$ cat config.mk
export PLATFORM = sky130hd
export DESIGN_NAME = instruction_fetch_unit
export DESIGN_NICKNAME = d
export VERILOG_FILES = /design/src/rtl/simple_isa_pkg.sv /design/src/rtl/instruction_fetch_unit.sv
export SDC_FILE = /design/constraint.sdc
export NUM_CORES = 1
export LEC_CHECK = 0
export ABC_AREA = 1
export BUFFER_PORTS_ARGS = -buffer_cell sky130_fd_sc_hd__buf_2
export CORE_MARGIN = 3
export CORE_UTILIZATION = 43
export CTS_CLUSTER_SIZE = 28
export DETAILED_ROUTE_END_ITERATION = 16
export PLACE_DENSITY = 0.82
export SYNTH_ARGS = -nofsm -noshare
export SYNTH_HDL_FRONTEND = slang
export SYNTH_SLANG_ARGS = --single-unit
$ cat constraint.sdc
create_clock -name CLK -period 1.4 [get_ports CLK]
set_clock_uncertainty 0.15 [all_clocks]
set_input_delay 0.21 -clock CLK [delete_from_list [all_inputs] [get_ports CLK]]
set_output_delay 0.21 -clock CLK [all_outputs]
set_load 0.01 [all_outputs]
$ cat src/rtl/simple_isa_pkg.sv
// Shared ISA definitions: instruction field layout, HLT detection
// and the fetch-unit state encoding.
package simple_isa_pkg;

  typedef struct packed {
    logic [1:0] op;
    logic [2:0] op3;
    logic [2:0] rsv;
    logic [3:0] func;
    logic [3:0] lo;
  } instr_t;

  localparam logic [1:0]  OP_SYS   = 2'b11;
  localparam logic [3:0]  FUNC_HLT = 4'b1111;
  localparam logic [15:0] CMD_NOP  = 16'hC0E0;

  typedef enum logic [1:0] {
    F_IDLE,
    F_REQ,
    F_HOLD,
    F_HALT
  } fetch_state_t;

  function automatic logic is_hlt(input logic [15:0] x);
    instr_t i;
    i = instr_t'(x);
    return (i.op == OP_SYS) && (i.func == FUNC_HLT);
  endfunction

endpackage

$ cat src/rtl/instruction_fetch_unit.sv
// Fetch unit: owns the PC, fetches one word per req/ack from imem
// and presents it on COMMAND until decode takes it.
module instruction_fetch_unit
  import simple_isa_pkg::*;
#(
  parameter int              ADDR_W   = 16,
  parameter logic [ADDR_W-1:0] RESET_PC = '0
) (
  input  logic              CLK,
  input  logic              RST_N,
  output logic              IMEM_REQ,
  output logic [ADDR_W-1:0] IMEM_ADDR,
  input  logic              IMEM_ACK,
  input  logic [15:0]       IMEM_RDATA,
  output logic [15:0]       COMMAND,
  output logic              CMD_VALID,
  input  logic              STALL,
  input  logic              PC_load,
  input  logic [ADDR_W-1:0] PC_TARGET,
  output logic [ADDR_W-1:0] PC_PLUS1,
  output logic              HALTED,
  input  logic              RESTART
);

  fetch_state_t      state_q;
  logic [ADDR_W-1:0] pc_q;
  logic [ADDR_W-1:0] pc_d;
  logic [ADDR_W-1:0] pc_inc;
  logic [15:0]       cmd_q;
  logic              valid_q;
  logic              req_q;
  logic              halted_q;

  always_comb begin
    pc_inc = pc_q + ADDR_W'(1);
    pc_d   = PC_load ? PC_TARGET : pc_inc;
  end

  // Only the HOLD state consumes STALL/PC_load; other inputs are
  // ignored outside the state that owns them.
  always_ff @(posedge CLK) begin
    if (!RST_N) begin
      state_q  <= F_IDLE;
      pc_q     <= RESET_PC;
      cmd_q    <= CMD_NOP;
      valid_q  <= 1'b0;
      req_q    <= 1'b0;
      halted_q <= 1'b0;
    end else begin
      unique case (state_q)
        F_IDLE: begin
          state_q <= F_REQ;
          req_q   <= 1'b1;
        end
        F_REQ: begin
          if (IMEM_ACK) begin
            cmd_q   <= IMEM_RDATA;
            valid_q <= 1'b1;
            req_q   <= 1'b0;
            state_q <= F_HOLD;
          end
        end
        F_HOLD: begin
          if (!STALL) begin
            valid_q <= 1'b0;
            if (is_hlt(cmd_q)) begin
              pc_q     <= pc_inc;
              halted_q <= 1'b1;
              state_q  <= F_HALT;
            end else begin
              pc_q    <= pc_d;
              req_q   <= 1'b1;
              state_q <= F_REQ;
            end
          end
        end
        F_HALT: begin
          if (RESTART) begin
            halted_q <= 1'b0;
            req_q    <= 1'b1;
            state_q  <= F_REQ;
          end
        end
      endcase
    end
  end

  assign IMEM_REQ  = req_q;
  assign IMEM_ADDR = pc_q;
  assign COMMAND   = cmd_q;
  assign CMD_VALID = valid_q;
  assign HALTED    = halted_q;
  assign PC_PLUS1  = pc_inc;

endmodule
After elaboration in Yosys (flattened, before gate mapping)
Index checks and enable logic that the tools add are counted.

cells by class
  $add $sub $neg = 1
  shift-type cells = 0
  muxes and demuxes = 19
  reductions and logical operators = 10
  $lt $le $gt $ge = 0
  div/mod/pow operators = 0
  multiply operators = 0
  bitwise gates (word level) = 1
  eq/ne operators = 10

operators with widths
  kind                     count
  $mux W16                 2
  $add A16 B1 Y16 const B  1
  $ne A2 B2 Y1 const B     5
  $mux W1                  9
  $mux W2                  4
  $pmux W2 S4              1
  $reduce_and A4 Y1        2
  $eq A2 B2 Y1 const B     3
  $reduce_and A3 Y1        2
  $eq A4 B4 Y1 const B     1
  $pmux W1 S2              2
  $pmux W1 S4              1
  $reduce_and A2 Y1        2
  $reduce_bool A2 Y1       2
  $eq A2 B1 Y1 const B     1
  $logic_not A2 Y1         1
  $logic_and A1 B1 Y1      1
  $not A1 Y1               1

storage, ports and cells
  input port bits = 38
  memories = 0
  bits in writable memories = 0
  ROM bits = 0
  word-level logic and storage cells = 47
  flip-flop bits (word level) = 37
  latch bits = 0

Logic depth before layout (Yosys ltp)
Gate-level depths: netlist (run 1).

  depth after elaboration = 5
  gate-level depth with buffers = 9
  depth with buffers taken out = 9

Worst setup path after synthesis (run 1)
OpenSTA, ideal clock, no wires.

  kind = reg-to-output
  start point = reg pc_q[1], in the netlist IMEM_ADDR[1]
  end point = out PC_PLUS1[10]
  stages on the path, launching flop included = 8
  arrival = 1.278 ns
  slack = -0.238 ns
  path through = dfxtp_1 > ha_1 > nand3_2 > inv_1 > nand2_1 > nor2_1 > nand2_1 > and2_1

on the way
  word-level cells in the longest chain between the ends = 1

RTL lines
  item                      line                          RTL
  start: declaration        instruction_fetch_unit.sv:26  logic [ADDR_W-1:0] pc_q;
  start signal: assignment  instruction_fetch_unit.sv:67  pc_q <= pc_inc;
  start signal: assignment  instruction_fetch_unit.sv:71  pc_q <= pc_d;
  $add A16 B1 Y16           instruction_fetch_unit.sv:35  pc_inc = pc_q + ADDR_W'(1);
  end: declaration          instruction_fetch_unit.sv:20  output logic [ADDR_W-1:0] PC_PLUS1,

No other way between the ends.

Worst setup path after layout (run 1)
  start point = reg pc_q[1], in the netlist IMEM_ADDR[1]
  end point = out PC_PLUS1[14]

The elaborated chain is that of the path after synthesis.

==> flow_summary.json, run 1 <==
{
  "most_used_cells_in_the_layout_excluding_fill_and_tap_cells": "82 x sky130_fd_sc_hd__buf_2, 58 x sky130_fd_sc_hd__buf_4, 47 x sky130_fd_sc_hd__nand2_1",
  "setup_ws_ns": -0.5789,
  "io_pins": 89,
  "max-slew-margin-rel_pct": 72.32,
  "hp-class": "input pin to flip-flop",
  "final_nets": 516,
  "core_region_um2": 4474,
  "stdcell_area_um2": 3926,
  "finalWeightedCongestion": 0.8765,
  "synth_sequential_area_ratio_pct": 36.23,
  "gr-total-overflow": 0,
  "cts_made_buffers": 5,
  "rsz_0062_raised_after_global_routing": "yes",
  "clk_pin_slew_worst_paths_ns": 0.08,
  "setup_viol": 39,
  "post_route_cells_drive_above_1_share_pct": 59.16,
  "layout.cells.most_common": "sky130_fd_sc_hd__buf_2",
  "crit_path_end_kind": "output port",
  "antenna_found_initial": 1,
  "met3_global_route_usage_pct": 5.474,
  "antenna_viol_nets_final": 0,
  "path_max_fanout": 3,
  "floorplan.die_area_um2": 5618,
  "cts-root-to-sink-buffers": 2,
  "num-fill-cells": 205,
  "globalRoute.busiestLayer": "met2",
  "failing_checks": "setup timing",
  "post-route-util_pct": 87.75,
  "largest_voltage_drop_on_the_vdd_net_mv": 0.8386,
  "drc": 0,
  "port_buffers": 88,
  "via_count_of_the_first_global_routing_pass": 2820,
  "start_util_pct": 45.69,
  "fin_hold_ws_ns": 0.004759,
  "syn-num-nets": 349,
  "clock_sink_count": 37,
  "status": "complete, but fails checks",
  "worst_ep_required_time_ns": 1.04,
  "viasPerCell": 5.915,
  "die_width_um": 74.96,
  "y_dimension_of_the_die_um": 74.96,
  "finalPower_mw": 3.867,
  "critical_path_arrival_ns": 1.62,
  "worst_reg2reg_setup_slack_ns": -0.57,
  "drt_pre_antenna_iters": 5,
  "maxCapViolations": 0,
  "worst-slew-pin-transition_ns": 0.4153,
  "yosysWarnings": 0,
  "r2r_cells": 12,
  "hpwl_mm": 4.466,
  "fin_crit_sh_pct": 141.3,
  "first_iter_violations": 462,
  "p_leak_nw": 1.930,
  "area_growth_pct": 92.04,
  "grt_first_pass_wirelength_mm": 13.83,
  "critical_path.startpoint_type": "flip-flop",
  "post_dp_cell_area_um2": 2845,
  "finalNonFillerCells": 528,
  "cts_h_tree_depth": 2,
  "clock_insertion_delay_worst_skew_ns": 0.31,
  "synth.cell_area_um2": 2044,
  "worst_hold_startpoint": "IMEM_RDATA[2]",
  "finalCriticalPeriod_ns": 1.979,
  "synth_cell_type_count": 28,
  "routed-via-count": 3123,
  "grtUsageMet2_pct": 58.99,
  "seq_cells_post_synth": 37,
  "reg2reg_to": "IMEM_ADDR[12]",
  "global_route.usage.total_pct": 32.91,
  "timing_hold_violations_final": 0,
  "cts-root-buf": "sky130_fd_sc_hd__clkbuf_8",
  "timing_worst_setup_path_type": "flip-flop to output port",
  "hold_end": "COMMAND[2]",
  "hold_path_depth": 3,
  "timing_limited_maximum_frequency_mhz": 505.3,
  "grt.met1_usage_pct": 36.10,
  "numPlacedInstances": 472,
  "worstReg2RegStart": "IMEM_ADDR[1]",
  "synthesis.instances": 307,
  "placementRows": 24,
  "tritoncts_clock_tree": "done",
  "grt_max_degree": 31,
  "avgRoutedWirePerCell_um": 20.79,
  "powerDensity_nw_per_um2": 984.8,
  "detail_route.wirelength_mm": 10.98,
  "postSynthAreaPerCell_um2": 6.659,
  "maxSlewViolCount": 0
}
==> flip-flops by register name, indices dropped and copies added, names as in the netlist <==
name and cells:
HALTED 1, IMEM_REQ 1, COMMAND 16, IMEM_ADDR 16, state_q 2, CMD_VALID 1
==> layer usage <==
layer | up-vias | routed length [µm]
met5 | - | 0
met4 | 0 | 696
met3 | 79 | 1078
met2 | 271 | 5327
met1 | 1454 | 3876
li1 | 1319 | -
==> Yosys cell counts (all sizes together) <==
master	number	area, µm²
xor2	5	43.79
buf	6	42.54
clkinv	1	3.750
o211ai	1	7.510
nand3	37	202.7
clkbuf	6	22.52
nand4	4	25.02
o21ai	26	130.1
nor2	53	224.0
a21oi	18	93.84
inv	29	108.9
ha	4	50.05
nand3b	1	7.510
o21bai	1	7.510
xnor2	2	25.03
nand2	73	289.0
and2	3	20.02
dfxtp	37	740.7
==> power breakdown <==
part / switching [mW] / leakage (nW) / internal, mW
logic: 0.855 / 1.56 / 0.746
clock network: 0.436 / 0.0556 / 0.508
registers: 0.133 / 0.310 / 1.19
total: 1.42 / 1.93 / 2.44
==> metrics by stage <==
step	TNS, ns	setup WS [ns]
6_report	-10.81	-0.5789
5_1_grt	-12.62	-0.6126
4_1_cts	-5.966	-0.4463
3_5_place_dp	-2.110	-0.1969
3_3_place_gp	-1.068	-0.1501
2_1_floorplan	-0.1068	-0.03958
==> cells by family after synthesis <==
logic type | share of synthesized area, %
AND/OR/NAND/NOR | 37.58
XOR/XNOR | 3.366
flip-flops | 36.23
buffers and inverters | 8.690
AO/OA/AOI/OAI | 11.69
adder cells (fa/ha/maj) | 2.448
==> worst max-delay path by stage <==
| stage | start | end | slack (ns) | cells after the start |
|---|---|---|---|---|
| after global routing | IMEM_ADDR[0] | PC_PLUS1[14] | -0.61 | 7 |
| after global placement | IMEM_ADDR[0] | PC_PLUS1[10] | -0.15 | 8 |
| after detailed placement | IMEM_ADDR[0] | PC_PLUS1[10] | -0.20 | 7 |
| after floorplan | IMEM_ADDR[0] | PC_PLUS1[10] | -0.04 | 6 |
| after CTS | IMEM_ADDR[1] | PC_PLUS1[10] | -0.45 | 7 |
| final | IMEM_ADDR[1] | PC_PLUS1[14] | -0.58 | 7 |
==> final cells by class <==
class	instances	area [µm²]	area share, %
antenna	1	2.502	0.06373
clock buffer	7	107.6	2.741
clock inverter	1	7.507	0.1912
inverter	30	130.1	3.314
multi-input combinational	228	1555	39.61
sequential	37	784.5	19.98
tap	52	65.06	1.657
timing repair buffer	172	1274	32.44
==> critical path: stages (launching register included) <==
cell                      delay, ns
sky130_fd_sc_hd__dfxtp_4       0.38
sky130_fd_sc_hd__ha_4          0.18
sky130_fd_sc_hd__nand3_4       0.13
sky130_fd_sc_hd__nor2_4        0.16
sky130_fd_sc_hd__nand3_1       0.13
sky130_fd_sc_hd__nand2_1       0.08
sky130_fd_sc_hd__nand2_1       0.09
sky130_fd_sc_hd__buf_2         0.16
==> repair_timing <==
item                                   in CTS  in global routing
endpoints found under the hold margin       7                  0
resized for setup                          72                 82
cloned                                      3                  0
buffers inserted                           27                 13
pin swaps                                  25                 25
setup endpoints to repair                  51                 45
hold buffers                                7                  0
(Power assumes the default switching activity.)
==> run 2: changes to the inputs <==
==> constraint.sdc (replaced) <==
create_clock -name CLK -period 1.4 [get_ports CLK]
set_clock_uncertainty 0.15 [all_clocks]
set_input_delay 0.14 -clock CLK [delete_from_list [all_inputs] [get_ports CLK]]
set_output_delay 0.14 -clock CLK [all_outputs]
set_load 0.01 [all_outputs]
==> run 2 against run 1 <==
  * Synthesized area unchanged
  * Synthesized cell count unchanged
  * The flow now stops in global routing (5_1_grt)
==> flow_summary.json, run 2 <==
{
  "gr-total-overflow": 3,
  "clock_sink_count": 37,
  "cts-root-buf": "sky130_fd_sc_hd__clkbuf_8",
  "yosys.area.top_type": "sky130_fd_sc_hd__dfxtp_1",
  "postSynth.asyncResetShare_pct": 0,
  "synth.cell_area_um2": 2044,
  "cts_h_tree_depth": 2,
  "port_buffers": 88,
  "seq_cells_post_synth": 37,
  "yosysWarnings": 0,
  "grt_max_degree": 18,
  "cts_made_buffers": 5,
  "start_util_pct": 45.69,
  "endpoint_type": "primary output",
  "synthesis.instances": 307,
  "timing.grt.repair.worst_endpoint": "PC_PLUS1[10]",
  "synth_sequential_area_ratio_pct": 36.23,
  "y_dimension_of_the_die_um": 74.96,
  "status": "aborted with a tool error",
  "cts-root-to-sink-buffers": 2,
  "numPlacedInstances": 473,
  "finalWeightedCongestion": 0.9065,
  "die_width_um": 74.96,
  "io_pins": 89,
  "leading_post_synthesis_cells_by_instance_count": "69 x sky130_fd_sc_hd__nand2_1, 45 x sky130_fd_sc_hd__nor2_1, 37 x sky130_fd_sc_hd__dfxtp_1",
  "global_route.usage.total_pct": 62.84,
  "postSynthAreaPerCell_um2": 6.659,
  "syn-num-nets": 349,
  "outcome.stop_stage": "global routing (5_1_grt)",
  "tool.error": "[ERROR GRT-0232] Routing congestion too high. Check the congestion heatmap in the GUI.",
  "synth_cell_type_count": 28,
  "ys_top_cells_by_area": "sky130_fd_sc_hd__dfxtp_1 36%, sky130_fd_sc_hd__nand2_1 13%, sky130_fd_sc_hd__nand3_1 8.6%",
  "synth-edff-count": 0,
  "yosys.cell_count.top_type": "sky130_fd_sc_hd__nand2_1",
  "synth_top_cell_area_share_pct": 36.23,
  "synthFlopType": "sky130_fd_sc_hd__dfxtp_1",
  "hpwl_mm": 4.570,
  "placementRows": 24
}
==> run 2: cell counts after synthesis <==
Identical to the previous run, type by type.
==> run 2: cells by family after synthesis <==
logic type | Yosys count | synth area share, %
fa+ha+maj | 4 | 2.448
xor+xnor | 7 | 3.366
flops | 37 | 36.23
compound gates | 46 | 11.69
simple gates | 171 | 37.58
buf+inv | 42 | 8.690
==> run 2: metal layers <==
layer	overflow	GRT usage (%)
met5	0	5.556
met4	2	62.25
met3	0	43.26
met2	1	83.37
met1	0	62.79
==> run 2: what timing repair did <==
item,4_1_cts
buffers inserted,27
pin swaps,45
gates resized for setup,100
cloned,5
hold buffers,16
endpoints found under the hold margin,16
setup endpoints to repair,40
==> run 2: metrics by stage <==
| stage | setup WS (ns) | instance area [µm²] | util (%) |
|---|---|---|---|
| after global placement | -0.06941 | 2845 | 63.59 |
| after CTS | -0.3721 | 3770 | 84.26 |
| after floorplan | -0.01207 | 2100 | - |
| after detailed placement | -0.1405 | 2845 | 63.59 |
==> run 3: changes to the inputs <==
- CORE_UTILIZATION: 43 -> 40
- CTS_CLUSTER_SIZE: 28 -> unset
- PLACE_DENSITY: 0.82 -> unset
- PLACE_DENSITY_LB_ADDON: unset -> 0.15
- clock period: 1.4 -> 1.8 ns (I/O delays scaled with it)
==> run 3 against run 2 <==
  * The flow now finishes, with violations (setup timing)
==> flow_summary.json, run 3 (same netlist as run 1, synthesis figures left out) <==
{
  "worstReg2RegStart": "COMMAND[4]",
  "powerDensity_nw_per_um2": 758.2,
  "cts_made_buffers": 5,
  "die_width_um": 77.49,
  "post_route_cells_drive_above_1_share_pct": 36.49,
  "floorplan.die_area_um2": 6005,
  "hpwl_mm": 4.086,
  "finalWeightedCongestion": 0.8667,
  "largest_voltage_drop_on_the_vdd_net_mv": 0.5030,
  "num-fill-cells": 508,
  "status": "complete, but fails checks",
  "most_used_cells_in_the_layout_excluding_fill_and_tap_cells": "86 x sky130_fd_sc_hd__buf_2, 64 x sky130_fd_sc_hd__nand2_1, 40 x sky130_fd_sc_hd__nor2_1",
  "detail_route.wirelength_mm": 6.047,
  "setup_viol": 2,
  "swShare_pct": 34.91,
  "comb_power_share_pct": 29.6,
  "io_pins": 89,
  "dpl_worst_slack_ns": 0.05746,
  "cellInternalPower_mw": 1.489,
  "antenna_found_initial": 0,
  "share_clk_of_total_power_pct": 26.3,
  "totalNegativeSetupSlack_ns": -0.02405,
  "hp-class": "input pin to flip-flop",
  "viasPerCell": 4.753,
  "maxSlewViolCount": 0,
  "finalCriticalPeriod_ns": 1.818,
  "maxCapViolations": 0,
  "worst_ep_required_time_ns": 1.47,
  "timing_worst_setup_path_type": "flip-flop to output port",
  "cts_h_tree_depth": 2,
  "clk_pin_slew_worst_paths_ns": 0.08,
  "total_switching_power_mw": 0.7985,
  "grt_first_pass_wirelength_mm": 10.14,
  "critical_path_end": "PC_PLUS1[10]",
  "drt_pre_antenna_iters": 4,
  "avgRoutedWirePerCell_um": 12.37,
  "routed-via-count": 2324,
  "antenna_viol_nets_final": 0,
  "final_nets": 463,
  "cts-root-buf": "sky130_fd_sc_hd__clkbuf_8",
  "path_max_fanout": 4,
  "tritoncts_clock_tree": "done",
  "fin_hold_ws_ns": 0.06147,
  "layout.cells.most_common": "sky130_fd_sc_hd__buf_2",
  "r2r_cells": 6,
  "post_dp_cell_area_um2": 2571,
  "gr-total-overflow": 0,
  "worst-slew-pin-transition_ns": 0.2966,
  "fin_crit_sh_pct": 101.0,
  "setup_ws_ns": -0.01836,
  "critical_path_arrival_ns": 1.49,
  "stdcell_area_um2": 3017,
  "area_growth_pct": 47.55,
  "first_iter_violations": 154,
  "rsz_0062_raised_after_global_routing": "yes",
  "timing_limited_maximum_frequency_mhz": 549.9,
  "grt_max_degree": 31,
  "clock_insertion_delay_worst_skew_ns": 0.30,
  "seq_power_share_pct": 44.1,
  "start_util_pct": 42.44,
  "cts-root-to-sink-buffers": 2,
  "y_dimension_of_the_die_um": 77.49,
  "core_region_um2": 4817,
  "failing_checks": "setup timing",
  "drc": 0,
  "max-slew-margin-rel_pct": 80.23,
  "timing_hold_violations_final": 0,
  "port_buffers": 88,
  "reg2reg_to": "IMEM_ADDR[13]",
  "worst_reg2reg_setup_slack_ns": 0.19,
  "insertedDiodeCount": 0,
  "via_count_of_the_first_global_routing_pass": 2167,
  "p_leak_nw": 1.496,
  "clock_sink_count": 37,
  "global_route.usage.total_pct": 20.89,
  "critical_path.startpoint_type": "flip-flop",
  "placementRows": 25,
  "crit_path_end_kind": "output port",
  "crit_start": "IMEM_ADDR[0]"
}
-- run 3: layout make-up --
cell class | instances | area, µm² | share of cell area, %
multi-input combinational | 228 | 1220 | 40.44
sequential | 37 | 765.7 | 25.38
timing repair buffer | 119 | 742.0 | 24.60
inverter | 30 | 115.1 | 3.816
tap | 67 | 83.83 | 2.779
clock buffer | 5 | 68.82 | 2.281
clock inverter | 3 | 21.27 | 0.7051
-- run 3: how the worst min path moves through the flow --
stage	start	endpoint	slack (ns)	cells past startpoint
global route	PC_TARGET[7]	IMEM_ADDR[7]	0.1	5
floorplan	IMEM_RDATA[14]	COMMAND[14]	0.14	2
CTS	PC_TARGET[2]	IMEM_ADDR[2]	0.05	5
detailed placement	IMEM_RDATA[5]	COMMAND[5]	0.24	3
global placement	IMEM_RDATA[14]	COMMAND[14]	0.23	3
finish	PC_TARGET[2]	IMEM_ADDR[2]	0.06	5
-- run 3: through the flow --
step                      total power [mW]  util (%)  instances
final                                2.287     62.62        489
after global routing                 2.439     62.62        489
after CTS                            2.305     61.19        487
after detailed placement             1.653     53.38        457
after global placement               1.644     53.38        457
after floorplan                      1.404         -        307
-- run 3: timing repair --
item	in CTS	in global routing
pin swaps	9	8
hold buffers	16	0
endpoints found under the setup margin	11	11
resized for setup	27	18
endpoints found under the hold margin	16	0
buffers inserted	6	2
-- run 3: metal layers --
metal	up-vias	global-route usage, %	share of wire (%)
li1	1213	-	-
met1	1045	25.29	44
met2	57	36.10	49
met3	9	4.756	5.1
met4	0	7.473	1.5
met5	-	0	0
-- run 3: worst max-delay path, stage by stage, from the launching register on --
cell	delay [ns]
sky130_fd_sc_hd__dfxtp_4	0.38
sky130_fd_sc_hd__ha_4	0.15
sky130_fd_sc_hd__nand3_4	0.10
sky130_fd_sc_hd__inv_4	0.08
sky130_fd_sc_hd__nand2_4	0.05
sky130_fd_sc_hd__o21bai_1	0.15
sky130_fd_sc_hd__and2_1	0.15
sky130_fd_sc_hd__buf_2	0.13
-- run 3: power groups by stage --
stage / clock network (mW) / registers (mW) / logic [mW]
floorplan: 0 / 1.05 / 0.352
detailed placement: 0 / 1.02 / 0.636
CTS: 0.625 / 1.01 / 0.674
global route: 0.659 / 1.03 / 0.755
finish: 0.601 / 1.01 / 0.678
global placement: 0 / 1.02 / 0.628
==> run 4: changes to the inputs <==
- ABC_AREA: 1 -> unset
==> run 4 against run 3 <==
  * The flow still finishes with violations (setup timing)
  * Synthesized area increased by 2.5%
  * Core utilization is 9.8 points higher
  * Critical path depth fell by 1
  * Wire length up 17%
  * Clock-buffer cell count up 1
  * Critical path type unchanged
  * Largest cell class unchanged
  * Largest power group unchanged
==> flow_summary.json, run 4 <==
{
  "status": "complete, but fails checks",
  "failing_checks": "setup timing",
  "clock_insertion_delay_worst_skew_ns": 0.29,
  "crit_path_end_kind": "output port",
  "core_region_um2": 4880,
  "synth-edff-count": 0,
  "post_route_cells_drive_above_1_share_pct": 48.77,
  "totalNegativeSetupSlack_ns": -2.535,
  "fin_crit_sh_pct": 115.6,
  "final_nets": 449,
  "viasPerCell": 5.128,
  "share_clk_of_total_power_pct": 32.0,
  "rsz_0062_raised_after_global_routing": "yes",
  "synthesis.instances": 261,
  "postSynthAreaPerCell_um2": 8.030,
  "grt_first_pass_wirelength_mm": 10.76,
  "port_buffers": 88,
  "cellInternalPower_mw": 1.391,
  "timing_worst_setup_path_type": "flip-flop to output port",
  "timing_limited_maximum_frequency_mhz": 480.7,
  "routed-via-count": 2436,
  "post_dp_cell_area_um2": 2804,
  "yosysWarnings": 0,
  "gr-total-overflow": 0,
  "most_used_cells_in_the_layout_excluding_fill_and_tap_cells": "86 x sky130_fd_sc_hd__buf_2, 50 x sky130_fd_sc_hd__nand2_1, 39 x sky130_fd_sc_hd__buf_4",
  "ys_top_cells_by_area": "sky130_fd_sc_hd__dfxtp_1 35%, sky130_fd_sc_hd__nand2_1 9.3%, sky130_fd_sc_hd__a21boi_0 4.7%",
  "critical_path.startpoint_type": "flip-flop",
  "synthFlopType": "sky130_fd_sc_hd__dfxtp_1",
  "largest_voltage_drop_on_the_vdd_net_mv": 0.3877,
  "via_count_of_the_first_global_routing_pass": 2270,
  "syn-num-nets": 303,
  "finalNonFillerCells": 475,
  "finalCriticalPeriod_ns": 2.080,
  "setup_ws_ns": -0.2805,
  "cts-root-buf": "sky130_fd_sc_hd__clkbuf_8",
  "hpwl_mm": 4.480,
  "worst_ep_required_time_ns": 1.47,
  "global_route.usage.total_pct": 21.88,
  "detail_route.wirelength_mm": 7.099,
  "die_width_um": 78.39,
  "stdcell_area_um2": 3535,
  "critical_path.cell_chain": "ha_4, nand3_4, buf_6, nor4_4, xor2_1, buf_2",
  "synth_top_cell_area_share_pct": 35.34,
  "io_pins": 89,
  "post-route-util_pct": 72.44,
  "dpl_worst_slack_ns": -0.04997,
  "num-fill-cells": 386,
  "seq_power_share_pct": 45.6,
  "yosys.cell_count.top_type": "sky130_fd_sc_hd__nand2_1",
  "tritoncts_clock_tree": "done",
  "layout.cells.most_common": "sky130_fd_sc_hd__buf_2",
  "seq_cells_post_synth": 37,
  "maxCapViolations": 0,
  "clock_sink_count": 37,
  "finalPower_mw": 1.953,
  "y_dimension_of_the_die_um": 78.39,
  "critical_path_arrival_ns": 1.75,
  "crit_start": "IMEM_ADDR[0]",
  "timing_hold_violations_final": 0,
  "floorplan.die_area_um2": 6144,
  "worstReg2RegStart": "IMEM_ADDR[0]",
  "cts-root-to-sink-buffers": 2,
  "numPlacedInstances": 425,
  "cts_made_buffers": 5,
  "comb_power_share_pct": 22.4,
  "total_switching_power_mw": 0.5620,
  "p_leak_nw": 1.761,
  "powerDensity_nw_per_um2": 552.5,
  "path_max_fanout": 4,
  "worst_hold_startpoint": "IMEM_RDATA[12]",
  "synth_sequential_area_ratio_pct": 35.34,
  "yosys.area.top_type": "sky130_fd_sc_hd__dfxtp_1",
  "avgRoutedWirePerCell_um": 14.95,
  "insertedDiodeCount": 0,
  "cts_h_tree_depth": 2,
  "area_growth_pct": 68.66,
  "leading_post_synthesis_cells_by_instance_count": "52 x sky130_fd_sc_hd__nand2_1, 37 x sky130_fd_sc_hd__dfxtp_1, 18 x sky130_fd_sc_hd__nand3_1",
  "worst-slew-pin-transition_ns": 0.3924,
  "slowest_stage": "sky130_fd_sc_hd__dfxtp_4",
  "swShare_pct": 28.78,
  "grt_max_degree": 21,
  "hp-class": "input pin to flip-flop",
  "start_util_pct": 42.95,
  "maxSlewViolCount": 0,
  "max-slew-margin-rel_pct": 73.84,
  "placementRows": 25,
  "setup_viol": 12,
  "antenna_found_initial": 0,
  "synth.cell_area_um2": 2096,
  "finalWeightedCongestion": 0.8820,
  "postSynth.asyncResetShare_pct": 0,
  "clk_pin_slew_worst_paths_ns": 0.08,
  "drt_pre_antenna_iters": 4,
  "synth_cell_type_count": 44,
  "antenna_viol_nets_final": 0,
  "drc": 0,
  "fin_hold_ws_ns": 0.004025,
  "critical_path.max_stage_delay_ns": 0.37,
  "first_iter_violations": 82
}
## run 4: area by class of cell
type	count	area (µm²)	area share [%]
timing repair buffer	158	1136	32.14
multi-input combinational	194	1408	39.82
inverter	11	41.29	1.168
sequential	37	769.5	21.77
tap	67	83.83	2.372
clock buffer	6	82.58	2.336
clock inverter	2	13.76	0.3894
## run 4: metal layers
metal	vias up	global-route usage (%)	part of all wire [%]	routed length [µm]
li1	1211	-	-	-
met1	1133	26.66	41	2932
met2	79	37.76	51	3648
met3	13	4.358	5.3	379
met4	0	8.566	2.0	139
met5	-	0	0	0
## run 4: cell families after synthesis
group	after synthesis	share of synthesized area, %
multiplexers	8	3.821
flip-flops	37	35.34
AO/OA/AOI/OAI	57	18.27
XOR/XNOR	12	5.015
buffers and inverters	30	6.448
AND/OR/NAND/NOR	113	28.72
adder cells (fa/ha/maj)	4	2.388
## run 4: final timing paths
path	to	slack (ns)	cells past startpoint
worst max-delay path	PC_PLUS1[14]	-0.28	6
worst min-delay path	COMMAND[12]	0.004	3
worst max register to register	IMEM_ADDR[6]	-0.06	7
worst min register to register	COMMAND[10]	0.31	2
## run 4: worst max-delay path: cells and delay by family (launching register included)
kind / cells / cell delay (ns)
xor+xnor: 1 / 0.25
fa+ha+maj: 1 / 0.15
buf+inv: 2 / 0.33
flops: 1 / 0.37
simple gates: 2 / 0.37
## run 4: what timing repair did
| item | in CTS | in global routing |
|---|---|---|
| gates cloned | 1 | 0 |
| resized for setup | 24 | 31 |
| endpoints found under the setup margin | 13 | 24 |
| endpoints found under the hold margin | 15 | 0 |
| pin swaps | 14 | 21 |
| setup buffers | 8 | 20 |
| hold buffers | 15 | 0 |
## run 4: power groups by stage
stage               Clock, mW  Combinational (mW)  Sequential [mW]
global placement            0               0.344            0.907
floorplan                   0               0.176            0.929
detailed placement          0               0.349            0.909
CTS                     0.641               0.379            0.888
finish                  0.625               0.437            0.891
global route            0.670               0.479            0.897
